## src/rtl/sync_fifo_flags.sv

```systemverilog
// sync_fifo_flags: single-clock FIFO with occupancy count, almost flags, sticky errors and flush.
// Read mode: define FIFO_FWFT_EN for first-word-fall-through; default is registered read.
module sync_fifo_flags #(
    parameter int DATA_WIDTH    = 8,
    parameter int DEPTH         = 32,
    parameter int ADDR_WIDTH    = 5,
    parameter int AFULL_THRESH  = DEPTH - 4,
    parameter int AEMPTY_THRESH = 4
) (
    input  logic                  clk,
    input  logic                  rst_n,
    input  logic                  flush,
    input  logic                  wr_en,
    input  logic [DATA_WIDTH-1:0] wr_data,
    output logic                  full,
    output logic                  almost_full,
    input  logic                  rd_en,
    output logic [DATA_WIDTH-1:0] rd_data,
    output logic                  empty,
    output logic                  almost_empty,
    output logic [ADDR_WIDTH:0]   count,
    output logic                  overflow,
    output logic                  underflow
);

    localparam logic [ADDR_WIDTH:0] FULL_CNT   = (ADDR_WIDTH + 1)'(DEPTH);
    localparam logic [ADDR_WIDTH:0] AFULL_CNT  = (ADDR_WIDTH + 1)'(AFULL_THRESH);
    localparam logic [ADDR_WIDTH:0] AEMPTY_CNT = (ADDR_WIDTH + 1)'(AEMPTY_THRESH);

    logic [DATA_WIDTH-1:0] mem [DEPTH];
    logic [ADDR_WIDTH-1:0] wr_ptr;
    logic [ADDR_WIDTH-1:0] rd_ptr;
    logic                  wr_acc;
    logic                  rd_acc;

    // Handshake: wr_en is valid and !full is ready; a word moves when both are high and
    // flush is low. Reads mirror this with rd_en as valid and !empty as ready.
    assign wr_acc = wr_en && !full && !flush;
    assign rd_acc = rd_en && !empty && !flush;

    assign full         = (count == FULL_CNT);
    assign empty        = (count == '0);
    assign almost_full  = (count >= AFULL_CNT);
    assign almost_empty = (count <= AEMPTY_CNT);

    // Storage is never cleared; only the pointers define what is valid.
    always_ff @(posedge clk) begin
        if (wr_acc) begin
            mem[wr_ptr] <= wr_data;
        end
    end

    always_ff @(posedge clk or negedge rst_n) begin
        if (!rst_n) begin
            wr_ptr    <= '0;
            rd_ptr    <= '0;
            count     <= '0;
            overflow  <= 1'b0;
            underflow <= 1'b0;
        end else if (flush) begin
            wr_ptr    <= '0;
            rd_ptr    <= '0;
            count     <= '0;
            overflow  <= 1'b0;
            underflow <= 1'b0;
        end else begin
            if (wr_acc) begin
                wr_ptr <= wr_ptr + 1'b1;
            end
            if (rd_acc) begin
                rd_ptr <= rd_ptr + 1'b1;
            end
            case ({wr_acc, rd_acc})
                2'b10:   count <= count + 1'b1;
                2'b01:   count <= count - 1'b1;
                default: count <= count;
            endcase
            if (wr_en && full) begin
                overflow <= 1'b1;
            end
            if (rd_en && empty) begin
                underflow <= 1'b1;
            end
        end
    end

`ifdef FIFO_FWFT_EN
    // Head word is presented directly; rd_en pops the word already on rd_data.
    assign rd_data = mem[rd_ptr];
`else
    always_ff @(posedge clk or negedge rst_n) begin
        if (!rst_n) begin
            rd_data <= '0;
        end else if (rd_acc) begin
            rd_data <= mem[rd_ptr];
        end
    end
`endif

endmodule

```

## config.mk

```make
export PLATFORM = sky130hd
export DESIGN_NAME = sync_fifo_flags
export DESIGN_NICKNAME = d
export VERILOG_FILES = /design/src/rtl/sync_fifo_flags.sv
export SDC_FILE = /design/constraint.sdc
export NUM_CORES = 1
export LEC_CHECK = 0
export BUFFER_PORTS_ARGS = -buffer_cell sky130_fd_sc_hd__clkbuf_2
export CAP_MARGIN = 40
export CORE_MARGIN = 2
export CORE_UTILIZATION = 40
export DETAILED_ROUTE_END_ITERATION = 8
export PLACE_DENSITY = 0.56
export SKIP_LAST_GASP = 1
export SYNTH_ARGS = -nofsm -noshare
export SYNTH_HDL_FRONTEND = slang
export SYNTH_SLANG_ARGS = --single-unit
```

## constraint.sdc

```tcl
create_clock -name clk -period 8 [get_ports clk]
set_clock_uncertainty 0.05 [all_clocks]
set_input_delay 1.6 -clock clk [delete_from_list [all_inputs] [get_ports clk]]
set_output_delay 1.6 -clock clk [all_outputs]
set_load 0.03 [all_outputs]
```

==> impl_metrics.json, run 1 <==
{
  "initial_utilization": 0.406,
  "cts_tree": "done",
  "synth_seq_area_share": 0.739,
  "path_cells": "or3_1 -> nor2_1 -> clkbuf_2",
  "cpLargestDelayFamily": "simple AND/OR/NAND/NOR gates",
  "ant_nets": 0,
  "holdPathStages": 2,
  "setup_viol": 0,
  "layout_overhead_on_the_synthesized_area_pct": 13.4,
  "die_y_um": 172,
  "drt_first_iter_violations": 611,
  "syn_warnings": 0,
  "core_um2": 27800,
  "drt_pre_antenna_iters": 5,
  "maxClockFrequency_ghz": 0.272,
  "post_synthesis_average_cell_area_um2": 18.9,
  "max-slew-margin-rel": 0.429,
  "clock_transition_at_the_registers_of_the_reported_paths_ps": 60,
  "setup_repair_after_global_routing_missed_its_margin": "no",
  "clkSinkCount": 282,
  "critPathBufInv": 1,
  "outcome": "finished clean",
  "holdCritPathClass": "flop to flop",
  "worstSetupStartpointType": "flop",
  "cts_hold_buf": 0,
  "critical_path.slowest_cell": "dfrtp_1",
  "synthDominantCellAreaShare": 0.681,
  "globalRouteOverflowTotal": 0,
  "vdd_drop_max_v": 0.000164,
  "r2r_slack_ps": 4960,
  "post_layout_instance_area_um2": 12800,
  "min-delay-start": "overflow$_DFFE_PN0P_",
  "synth.cell_area_um2": 11300,
  "die_w_um": 172,
  "crit_required_ps": 6350,
  "timing.final.max_slew_violations": 0,
  "ys_ff_latch": 282,
  "critical_path_cell_count": 3,
  "path_max_fanout": 9,
  "timing.rr.end": "count[4]$_DFFE_PN0P_",
  "numPortBuffers": 32,
  "final-hold-violation-count": 0,
  "critical_path_arrival_ps": 2020,
  "r2r_start": "count[1]$_DFFE_PN0P_",
  "cap_violations": 0,
  "core.rowCount": 61,
  "route.detailed.drc": 0,
  "cts.path.max_buffers": 3,
  "via_count": 5678,
  "worst-r2r-cell-count": 9,
  "cts_root_buf": "clkbuf_16",
  "power_density_nw_per_um2": 286,
  "antenna_violations_before_repair": 0,
  "syn_nets": 617,
  "post_cts_resized": 0,
  "routedWlPerCell_um": 23.0,
  "synth_enable_flop_cells": 256,
  "place.gp.congestion": 0.867,
  "setup.worst_path.end_class": "primary output",
  "ys_top_cells_by_area": "edfxtp_1, mux4_2, dfrtp_1",
  "static-leakage-power_uw": 0.00405,
  "drt_wl_total_mm": 23.9,
  "ys_async_sr_fraction": 0.0922,
  "cts-htree-levels": 1,
  "fin_total_pwr_uw": 3660,
  "die_area_um2": 29600,
  "worst-slew-pin-transition_ps": 854,
  "first_global_vias": 5682,
  "clock_latency_of_the_later_clocked_register_in_the_worst_skew_pair_ps": 550,
  "fin_tns_setup_ps": 0,
  "first_pass_grt_wire_length_mm": 35.7,
  "layout_commonest_cell": "edfxtp_1",
  "nFillCells": 2384,
  "share_of_cells_above_drive_strength_1": 0.253,
  "synthDominantAreaCellType": "edfxtp_1",
  "critical_path.startpoint": "count[1]$_DFFE_PN0P_",
  "dpl_cell_area_um2": 11900,
  "layout.nets": 658,
  "postCtsSetupBuffers": 0,
  "finalCriticalPeriod_ps": 3670,
  "avgViaCountPerCell": 5.46,
  "critical_path_s_largest_stage_delay_ps": 500,
  "final.hold.worst_slack_ps": 453,
  "fin_crit_sh": 0.459,
  "synth_cells": 596,
  "detailed_placer_s_ending_hpwl_mm": 14.9,
  "postLayoutCoreUtil": 0.461,
  "n_antenna_cell": 0,
  "whs_endpoint": "overflow$_DFFE_PN0P_",
  "synthFlopType": "edfxtp_1",
  "path_class": "flop to primary output",
  "io_pins": 33,
  "layout_common_cells": "edfxtp_1, mux4_2, nor2_1",
  "grt_use_total": 0.165,
  "grt_max_degree": 44,
  "cts_made_buffers": 30,
  "netlist-cell-type-count": 48
}
## layer usage
metal / up-vias / wire [um] / global-route usage
met5: - / 0 / 0
met4: 0 / 367 / 0.0384
met3: 31 / 1210 / 0.0236
met2: 137 / 11600 / 0.268
met1: 2989 / 10700 / 0.237
li1: 2521 / - / -
## power by group
group          internal [uW]  switching (uW)  total (uW)
clock network            774             544        1320
logic                    245             360         605
registers               1650            85.7        1740
## flip-flops by register name (all words and copies together) (netlist names)
| name | flops |
|---|---|
| rd_data | 8 |
| count | 6 |
| mem | 256 |
| underflow | 1 |
| wr_ptr | 5 |
| rd_ptr | 5 |
| overflow | 1 |
## worst max path at each step
| stage | end | slack [ps] |
|---|---|---|
| after detailed placement | count[4]$_DFFE_PN0P_ | 3870 |
| after CTS | empty | 4300 |
| after global placement | count[4]$_DFFE_PN0P_ | 3490 |
| after floorplan | count[4]$_DFFE_PN0P_ | 4550 |
| after global routing | empty | 4210 |
| final | empty | 4330 |
## cell usage after synthesis, types with 3 or more instances
master	n
a21oi_1	12
buf_1	3
buf_2	8
buf_4	4
clkbuf_1	12
dfrtp_1	26
edfxtp_1	256
ha_1	8
inv_1	6
mux2_2	8
mux4_2	64
nand2_1	21
nand3_1	6
nand3b_1	6
nand4_1	3
nor2_1	53
nor3_1	3
nor4_1	8
o21ai_0	5
o22ai_1	32
or3_1	5
or3b_2	5
xnor2_1	3
xor2_1	6
## metrics by stage
stage          setup WS (ps)  std cells
2_1_floorplan           4550        596
3_3_place_gp            3490        980
3_5_place_dp            3870        983
4_1_cts                 4300       1039
5_1_grt                 4210       1039
6_report                4330       1039
## worst register-to-register path, stage by stage (launching register included)
cell and delay (ps):
dfrtp_1 500, nor3_4 450, a211oi_2 130, buf_4 220, and2_4 190, ha_1 350, or2_2 320, a2111oi_2 220
or4b_1 460, nand3_1 90
## final cells by class
| type | count | area [um^2] | share of cell area |
|---|---|---|---|
| flip-flops and latches | 282 | 8340 | 0.652 |
| inverters | 6 | 22.5 | 0.00176 |
| multi-input cells | 280 | 2790 | 0.218 |
| well taps | 378 | 473 | 0.0369 |
| clock inverters | 14 | 121 | 0.00948 |
| clock buffers | 42 | 817 | 0.0638 |
| repair buffers | 37 | 238 | 0.0186 |
## cells by family (layout without fill, tap and decap cells)
logic type	Yosys count	after routing	share of synthesized area
muxes	73	73	0.137
adders and majority gates	8	8	0.00887
buffers and inverters	34	99	0.0142
and+or+nand+nor	123	123	0.0545
DFF	282	282	0.739
AOI/OAI and AO/OA	67	67	0.0400
xor gates and xnor gates	9	9	0.00698
No activity file was read; power rests on OpenSTA's default activity.
==> inputs of run 2 (changes only) <==
PLACE_DENSITY = 0.58   (was 0.56)
clock period = 3 ns   (was 8 ns; I/O delays follow)
==> run 2 against run 1 <==
Against the previous run: flip-flop and latch count stayed put; worst hold slack got worse by 370 ps; die area is the same; non-clock buffer count up 42; largest cell class unchanged; highest routed layer unchanged.
==> impl_metrics.json, run 2 (same netlist as run 1, synthesis figures left out) <==
{
  "outcome": "finished clean",
  "post_cts_resized": 0,
  "max-slew-margin-rel": 0.474,
  "setup.worst_path.end_class": "flop",
  "die_area_um2": 29600,
  "largest-register": "mem",
  "detailed_placer_s_ending_hpwl_mm": 15.7,
  "path_cells": "nor3_4 -> a21o_1 -> and2_4 -> ha_1 -> or3b_2 -> a32o_1 -> a22oi_1 -> o211ai_1 -> nand3_1",
  "final-hold-violation-count": 0,
  "pre_cts_slack_ps": 200,
  "cts_made_buffers": 29,
  "cts.path.max_buffers": 3,
  "cts_tree": "done",
  "critPathBufInv": 0,
  "routedWlPerCell_um": 23.0,
  "crit_required_ps": 3430,
  "clock_latency_of_the_later_clocked_register_in_the_worst_skew_pair_ps": 550,
  "route.detailed.drc": 0,
  "cap_violations": 0,
  "layout.nets": 699,
  "static-leakage-power_uw": 0.00427,
  "maxClockFrequency_ghz": 0.358,
  "cpLargestDelayFamily": "simple AND/OR/NAND/NOR gates",
  "path_class": "flop to flop",
  "path_max_fanout": 8,
  "drt_first_iter_violations": 692,
  "fin_crit_sh": 0.932,
  "die_w_um": 172,
  "share_of_cells_above_drive_strength_1": 0.295,
  "n_antenna_cell": 0,
  "fin_tns_setup_ps": 0,
  "initial_utilization": 0.406,
  "power_density_nw_per_um2": 753,
  "cts_root_buf": "clkbuf_16",
  "worstSetupStartpointType": "flop",
  "core.rowCount": 61,
  "vdd_drop_max_v": 0.000424,
  "switching_pwr_uw": 2670,
  "drt_pre_antenna_iters": 5,
  "clock_transition_at_the_registers_of_the_reported_paths_ps": 60,
  "layout_common_cells": "edfxtp_1, mux4_2, nor2_1",
  "place.gp.congestion": 0.917,
  "postCtsSetupBuffers": 0,
  "holdCritPathClass": "input pin to asynchronous set/reset pin",
  "final.setup.worst_slack_ps": 204,
  "avgViaCountPerCell": 5.46,
  "switching_share": 0.270,
  "core_um2": 27800,
  "finalCriticalPeriod_ps": 2800,
  "worst-slew-pin-transition_ps": 790,
  "critical_path.slowest_cell": "or3b_2",
  "reg.largest.list": "mem x256, rd_data x8, count x6",
  "globalRouteOverflowTotal": 0,
  "power_share_of_the_sequential_group": 0.464,
  "largest_register_ff_count": 256,
  "layout_commonest_cell": "edfxtp_1",
  "numPortBuffers": 32,
  "critical_path_arrival_ps": 3230,
  "setup_repair_after_global_routing_missed_its_margin": "no",
  "first_global_vias": 5996,
  "layout_overhead_on_the_synthesized_area_pct": 16.3,
  "cts_hold_buf": 0,
  "power.internal_uw": 7220,
  "drt_wl_total_mm": 24.7,
  "grt_use_total": 0.172,
  "antenna_violations_before_repair": 0,
  "setup_viol": 0,
  "critical_path_s_largest_stage_delay_ps": 500,
  "clkPwrFrac": 0.359,
  "timing.final.max_slew_violations": 0,
  "first_pass_grt_wire_length_mm": 37.3,
  "grt_max_degree": 34,
  "cts-htree-levels": 1,
  "io_pins": 33,
  "clkSinkCount": 282,
  "via_count": 5872,
  "power.share.combinational": 0.177,
  "die_y_um": 172,
  "ant_nets": 0,
  "nFillCells": 2389
}
[run 2: cell count changes in the layout (fill, tap and decap cells not counted), sizes merged]
cell,before,now
clkinv,10,12
bufinv,2,4
buf,5,47
clkbuf,74,65
inv,6,7
clkinvlp,2,1
[run 2: layout make-up]
class | count | area, um^2 | share of cell area
Timing Repair Buffer | 79 | 563 | 0.0429
Clock inverter | 18 | 190 | 0.0145
Tap cell | 378 | 473 | 0.0360
Sequential cell | 282 | 8340 | 0.636
Multi-Input combinational cell | 280 | 2790 | 0.213
Clock buffer | 33 | 741 | 0.0565
Inverter | 6 | 22.5 | 0.00172
[run 2: worst paths after layout]
kind	start	to	slack [ps]	cells past startpoint
max	count[0]$_DFFE_PN0P_	count[4]$_DFFE_PN0P_	200	9
min	rst_n	rd_data[4]$_DFFE_PN0P_	80	1
max reg2reg	count[0]$_DFFE_PN0P_	count[4]$_DFFE_PN0P_	200	9
min reg2reg	rd_data[4]$_DFFE_PN0P_	rd_data[4]$_DFFE_PN0P_	460	1
max in group asynchronous	rst_n	rd_ptr[1]$_DFFE_PN0P_	2240	1
min in group clk	rd_en	underflow$_DFFE_PN0P_	370	3
[run 2: power by group through the flow]
stage | logic [uW] | registers (uW) | clock network, uW
detailed placement | 1730 | 4670 | 0
finish | 1750 | 4580 | 3550
global placement | 1690 | 4660 | 0
floorplan | 1080 | 4750 | 0
global route | 1890 | 4600 | 3770
CTS | 1730 | 4590 | 3620
[run 2: metrics by stage]
step                      cell area (um^2)  hold slack [ps]  utilization  total power (uW)  cells
final                                13100             83.5        0.472              9890   1076
after global routing                 13100              139        0.472             10300   1076
after CTS                            13100              107        0.472              9940   1074
after detailed placement             12200              447        0.438              6400   1023
after global placement               12200              446        0.438              6350   1023
after floorplan                      11300              254            -              5840    596
[run 2: routing by layer]
metal,vias to the layer above,global-route usage,wire length (um)
met4,0,0.0493,672
met1,3031,0.249,11000
met5,-,0,0
li1,2597,-,-
met2,198,0.278,11700
met3,46,0.0208,1360
[run 2: worst reg2reg max path, stage by stage, from the launching register on]
cell and delay [ps]:
dfrtp_1 490, nor3_4 400, a21o_1 270, and2_4 200, ha_1 280, or3b_2 500, a32o_1 220, a22oi_1 130
o211ai_1 110, nand3_1 90
